$ cat src/rtl/mem_port_arbiter.sv
// Two-requester arbiter (instruction fetch, load/store) for one req/gnt/r_valid memory port.
// Define ARB_ROUND_ROBIN_EN for alternating grants under contention; default is data > instr.
module mem_port_arbiter #(
  parameter int ADDR_W = 32,
  parameter int DATA_W = 32
) (
  input  logic                  CLK,
  input  logic                  RES,
  input  logic                  instr_req,
  input  logic [ADDR_W-1:0]     instr_addr,
  output logic                  instr_gnt,
  output logic                  instr_r_valid,
  output logic [DATA_W-1:0]     instr_rdata,
  input  logic                  data_req,
  input  logic [ADDR_W-1:0]     data_addr,
  input  logic                  data_we,
  input  logic [DATA_W/8-1:0]   data_be,
  input  logic [DATA_W-1:0]     data_wdata,
  output logic                  data_gnt,
  output logic                  data_r_valid,
  output logic [DATA_W-1:0]     data_rdata,
  output logic                  mem_req,
  output logic [ADDR_W-1:0]     mem_addr,
  output logic                  mem_we,
  output logic [DATA_W/8-1:0]   mem_be,
  output logic [DATA_W-1:0]     mem_wdata,
  input  logic                  mem_gnt,
  input  logic                  mem_r_valid,
  input  logic [DATA_W-1:0]     mem_rdata,
  output logic                  arb_busy,
  output logic [3:0]            arb_debug
);

  typedef enum logic [1:0] {
    IDLE     = 2'd0,
    WAIT_GNT = 2'd1,
    WAIT_RSP = 2'd2
  } state_t;

  state_t state;
  logic   owner;   // 0 = instr, 1 = data
  logic   last;    // most recently granted requester
  logic   any_req;
  logic   win;
  logic   sel;
  logic   sel_req;
  logic   rsp;

  always_comb begin
    any_req = instr_req | data_req;
`ifdef ARB_ROUND_ROBIN_EN
    win = (instr_req && data_req) ? ~last : data_req;
`else
    win = data_req;
`endif
    // In IDLE the port follows the live winner; afterwards it is locked to the owner.
    sel     = (state == IDLE) ? win : owner;
    sel_req = sel ? data_req : instr_req;

    mem_req = 1'b0;
    if (!RES) begin
      case (state)
        IDLE:     mem_req = any_req;
        WAIT_GNT: mem_req = sel_req;
        default:  mem_req = 1'b0;
      endcase
    end

    mem_addr  = sel ? data_addr : instr_addr;
    mem_we    = sel & data_we;
    mem_be    = sel ? data_be : '1;
    mem_wdata = sel ? data_wdata : '0;

    instr_gnt = mem_req & mem_gnt & ~sel;
    data_gnt  = mem_req & mem_gnt & sel;

    rsp           = !RES && (state == WAIT_RSP) && mem_r_valid;
    instr_r_valid = rsp & ~owner;
    data_r_valid  = rsp & owner;
    instr_rdata   = mem_rdata;
    data_rdata    = mem_rdata;

    arb_busy  = !RES && (state != IDLE);
    arb_debug = {owner, last, state};
  end

  always_ff @(posedge CLK) begin
    if (RES) begin
      state <= IDLE;
      owner <= 1'b0;
      last  <= 1'b1;
    end else begin
      case (state)
        IDLE: begin
          if (any_req) begin
            owner <= win;
            if (mem_gnt) begin
              last  <= win;
              state <= WAIT_RSP;
            end else begin
              state <= WAIT_GNT;
            end
          end
        end
        WAIT_GNT: begin
          // A request withdrawn before its grant aborts the transaction.
          if (!sel_req) begin
            state <= IDLE;
          end else if (mem_gnt) begin
            last  <= owner;
            state <= WAIT_RSP;
          end
        end
        WAIT_RSP: begin
          if (mem_r_valid) state <= IDLE;
        end
        default: state <= IDLE;
      endcase
    end
  end

endmodule

$ cat config.mk
export PLATFORM = sky130hd
export DESIGN_NAME = mem_port_arbiter
export DESIGN_NICKNAME = d
export VERILOG_FILES = /design/src/rtl/mem_port_arbiter.sv
export SDC_FILE = /design/constraint.sdc
export NUM_CORES = 1
export LEC_CHECK = 0
export CAP_MARGIN = 30
export CELL_PAD_IN_SITES_DETAIL_PLACEMENT = 1
export CELL_PAD_IN_SITES_GLOBAL_PLACEMENT = 1
export CORE_MARGIN = 3
export CORE_UTILIZATION = 11
export CTS_CLUSTER_DIAMETER = 40
export DETAILED_ROUTE_END_ITERATION = 8
export PLACE_DENSITY = 0.88
export SKIP_LAST_GASP = 1
export SYNTH_ARGS = -nofsm -noshare
export SYNTH_HDL_FRONTEND = slang
export SYNTH_SLANG_ARGS = --single-unit
$ cat constraint.sdc
create_clock -name CLK -period 4.4 [get_ports CLK]
set_input_delay 0.88 -clock CLK [delete_from_list [all_inputs] [get_ports CLK]]
set_output_delay 0.88 -clock CLK [all_outputs]
set_load 0.02 [all_outputs]
==> flow_summary.ini <==
[sta]
period_share_pct = 90.2
setup_viol = 0
setup_ws_ps = 431
final-hold-violation-count = 0
rsz0062_at_grt = no
worst_slew_pin_slew_ps = 652
max_freq_mhz = 252
skew_ps = 3.33
slew_viol_final = 0
timing.setup.tns_ps = 0
relSlewSlack_pct = 56.1
fin_crit_ps = 3970

[synth]
avgSynthCellArea_um2 = 8.09
async_flop_share_pct = 0
synth_area_leaders = buf_4 35%, mux2_2 24%, nor2b_1 15%, dfxtp_1 5.7%, buf_6 2.4%
synth_seq_cells = 4
yosysMostFrequentCell = buf_4
ys.flop_type = dfxtp_1
yosys.area.top_type = buf_4
synth_cell_type_count = 26
synth.cell_area_um2 = 1400
seq_area_frac_synth_pct = 5.72
yosysWarningCount = 0
syn-instance-count = 173
ys_top_cells_by_count = 66 x buf_4, 33 x nor2b_1, 30 x mux2_2
netlist.area_leader.share_pct = 35.4
synth_fp_nets = 312
synth_edf_count = 0

[clock_tree]
clk_latency_ps = 230
cts_buffer_depth = 2
holdBufCountCts = 0
post_cts_resized = 0
clkSinkCount = 4
cts-buffers-inserted = 3
ctsHtreeMaxLevel = 1
cts_root_buffer = clkbuf_16
post_cts_buffers = 0
path_clk_slew_ps = 30
cts_tree = yes

[global_routing]
grt_max_degree = 44
grt_util_met2_pct = 15.7
antenna_found_initial = 0
busiest_layer = met2
grtUsageMet3_pct = 3.61
grt.total_usage_pct = 8.84
overflow = 0
grt_pass1_vias = 1842
grt_use_met1_pct = 9.11
grt_pass1_wl_um = 10200

[place]
io_buffers = 185
place_worst_setup_slack_ps = 457
hpwl_um = 5930
gp_congestion = 0.691

[floorplanning]
rows = 40
fp.dieH_um = 119
core_area_um2 = 12200
fp.dieW_um = 119
io_pins = 282
die_area_um2 = 14100
start_util_pct = 11.5

[final_layout]
layout-drive-gt1-share_pct = 14.1
n_antenna_cell = 0
fin_nets = 431
area_growth_pct = 116

[route]
wl_um = 6720
drc = 0
wl_per_cell_um = 14.7
postRouteAntennaNets = 0
detail_route.first_pass.iterations = 2
drt_iter0_drc = 22
via_per_inst = 3.49
vias = 1600

[power_and_ir_drop]
ir_drop_mv = 0.0759
p_per_area_nw_per_um2 = 214
power.leakage_nw = 1.06

[critical_path]
r2r_slack_ps = 2820
cp-start-kind = input pin
critPathLaunch = data_req
cp.arrival_ps = 3090
worstPathRequired_ps = 3520
endpoint = data_gnt
r2r_cells = 4
r2r-start = owner
r2r_end = last
critPathKind = in2out
cp-end-kind = primary output
crit_fanout = 6

[run]
cap_violations = 0

[min_path]
min_from = last
hp-class = reg2reg
whs_path_depth = 2

[run_status]
outcome = finished clean
-- cell usage in the layout (no fill, tap or decap), types with 3 or more instances in the layout --
cell type,n
clkbuf_16,3
clkdlybuf4s50_1,185
dfxtp_1,4
mux2_1,3
mux2_2,30
nor2_1,5
nor2b_1,33
or2_2,4
-- layout make-up --
type | count | area, um2
tap | 168 | 210
fill | 1460 | 9190
multi-input combinational | 94 | 767
sequential | 4 | 80.1
timing repair buffer | 187 | 1880
clock buffer | 3 | 75.1
inverter | 2 | 7.51
-- critical path: stages --
cell	delay, ps
clkdlybuf4s50_1	620
a21oi_1	120
nor4_1	570
nor3b_1	260
clkdlybuf4s50_1	640
-- metrics by stage --
stage | util, % | cells | hold slack [ps] | total power [W] | area [um2]
global placement | 24.1 | 455 | 542 | 0.000502 | 2940
floorplan | - | 173 | 496 | 0.000339 | 1400
detailed placement | 24.1 | 455 | 530 | 0.000508 | 2940
finish | 24.7 | 458 | 544 | 0.000646 | 3020
global route | 24.7 | 458 | 576 | 0.000681 | 3020
CTS | 24.7 | 458 | 542 | 0.000657 | 3020
-- how the worst min path moves through the flow --
stage | end
final | last
after global routing | last
after CTS | last
after detailed placement | last
after global placement | last
after floorplan | last
-- state kept, by name, indices dropped and copies added (netlist names) --
| name | flops |
|---|---|
| last | 1 |
| state | 2 |
| owner | 1 |
-- power by group --
part / internal (W) / total (W) / leakage, nW / switching, W
combinational: 0.000262 / 0.000457 / 0.989 / 0.000195
sequential: 0.0000400 / 0.0000461 / 0.0331 / 0.00000610
clock: 0.000116 / 0.000143 / 0.0370 / 0.0000269
-- logic make-up after synthesis --
family / Yosys count / share of synthesized area (%)
and+or+nand+nor: 52 / 22.8
muxes: 35 / 28.9
DFF: 4 / 5.72
buffers and inverters: 75 / 39.5
AOI/OAI and AO/OA: 7 / 3.13
-- routing by layer --
layer	vias to the layer above	routed length (um)
met4	0	229
met1	703	2450
li1	733	-
met2	136	3210
met5	-	0
met3	28	832
Power figures use the tool's default switching activity.
==> patch (config.mk and constraints unchanged) <==
Build with the macro `ARB_ROUND_ROBIN_EN` defined.
--- a/src/rtl/mem_port_arbiter.sv
+++ b/src/rtl/mem_port_arbiter.sv
@@ -2,2 +2,4 @@
 // Define ARB_ROUND_ROBIN_EN for alternating grants under contention; default is data > instr.
+`define ARB_ROUND_ROBIN_EN
+
 module mem_port_arbiter #(
Function: changed (a bounded check fails within 4 cycles, from zero or initial values).
==> patch against the unedited design <==
- sequential cell count unchanged
- non-clock buffer count stayed put
- core utilization fell by 1.3 points
- total power is 4.5% lower
- combinational power decreased by 4.8%
- routed wire length up 1.0%
- synthesized area up 8.0%
- final area grew 3.7%
- worst setup slack better by 0.12 ns
==> patch: results (changes against the unedited design) <==
Final #Nets 428 (was 431); M2 GR Usage 0.178 (was 0.157); setup slack, reg-to-reg 2.80 ns (was 2.82 ns); worst skew pair latency 0.22 ns; Num CTS Buffers 3 (unchanged); Min Hold Slack 0.575 ns (was 0.544 ns); DPL Wire Length 6090 um (was 5930 um); sequential fraction of the synthesis area 0.0529 (was 0.0572); Final Skew 0.00244 ns (was 0.00333 ns); layout cells sized above 1 0.153 (was 0.141); crit-path max FO 62 (was 6); CTS Buffer Depth 2 (unchanged); min Tclk post-route 3.85 ns (was 3.97 ns); Synthesis Warnings 0 (unchanged); largest net degree at the start of global routing 63 (was 44); Layout Cells excl Fill 463 (was 458); CP max stage cell clkdlybuf4s50_1 (unchanged); asr flop ratio synth 0 (unchanged); worst vdd ir 155 uV (was 75.9 uV); worst-case reg-to-reg path depth 5 (was 4); Iter 0 DRT Violations 20 (was 22); Routed wire per std cell 14.7 um (about the same); H-tree depth 1 (unchanged); Pleak 0.00120 uW (was 0.00106 uW); DP Area 3060 um^2 (was 2940 um^2); met1 Use GR 0.0532 (was 0.0911); Final Cell Area 3130 um^2 (was 3020 um^2); largest cells by area after synthesis buf_4, mux2_4, nor2b_1 (was buf_4, mux2_2, nor2b_1); Routed met2 length 3860 um (was 3210 um); Fillers 1568 (was 1460); Synth cell types 26 (unchanged); class of the worst hold path flip-flop to flip-flop (unchanged); number of post-CTS setup repair buffers 0 (unchanged); worst stage delay on the critical path 0.53 ns (was 0.64 ns); internal power 414 uW (was 418 uW); normalized max-slew margin 0.785 (was 0.561); gr usage total 0.0811 (was 0.0884); syn nets 309 (was 312); port bufs 185 (unchanged); GP Congestion 0.707 (was 0.691); DP Cell Count 460 (was 455); outcome complete, no violations (unchanged); vias in the first global route 1758 (was 1842); Worst-path clk slew 0.03 ns (about the same); DR pass1 iterations 4 (was 2); met3 usage 0.0425 (was 0.0361); DR WL met3 1090 um (was 832 um); Ant. Diodes 0 (unchanged); Post-synth top cells buf_4, nor2b_1, mux2_4 (was buf_4, nor2b_1, mux2_2); WL met1 1640 um (was 2450 um); via/cell ratio 3.37 (was 3.49); post-synthesis cell count 170 (was 173); global-route wire length before repair 9290 um (was 10200 um); arrival time at the worst endpoint 2.97 ns (was 3.09 ns); hold path cells 2 (unchanged)
[patch: changes by cell type in the layout (fill, tap and decap cells not counted), moves of 2 or more]
cell	before	now
mux2_2	30	1
mux2_1	3	0
nor4_1	2	0
mux2_4	0	31
nor3b_1	2	0
o21ai_0	2	0
[patch: final timing paths]
| path | from | end |
|---|---|---|
| setup / recovery | data_req | mem_addr[31] |
| setup reg to reg | state[1] | last |
| hold / removal | last | last |
| hold reg to reg | last | last |
[patch: power groups by stage]
stage          clock network (uW)  registers (uW)  logic [uW]
6_report                      139            44.2         435
5_1_grt                       146            45.0         459
4_1_cts                       142            44.2         442
3_5_place_dp                    0            44.7         440
3_3_place_gp                    0            44.2         432
2_1_floorplan                   0            44.8         293
[patch: logic make-up after synthesis]
family | Yosys count | share of synthesized area
flip-flops | 4 | 0.0529
buffers and inverters | 74 | 0.370
AO/OA/AOI/OAI | 5 | 0.0223
multiplexers | 33 | 0.330
AND/OR/NAND/NOR | 54 | 0.225
[patch: area by class of cell]
cell class | count | area share
Timing Repair Buffer | 187 | 0.600
Clock buffer | 3 | 0.0240
Inverter | 1 | 0.00120
Sequential cell | 4 | 0.0256
Multi-Input combinational cell | 92 | 0.279
Tap cell | 176 | 0.0703
[patch: metrics by stage]
stage | worst slack [ns] | total power (uW)
after floorplan | 1.67 | 338
after global placement | 0.599 | 476
after detailed placement | 0.544 | 485
after CTS | 0.522 | 628
after global routing | 0.445 | 650
final | 0.548 | 618
[patch: critical path, delay by kind of cell]
family / cells / cell delay [ns]
AOI/OAI and AO/OA: 1 / 0.20
buffers and inverters: 3 / 1.31
muxes: 2 / 0.56
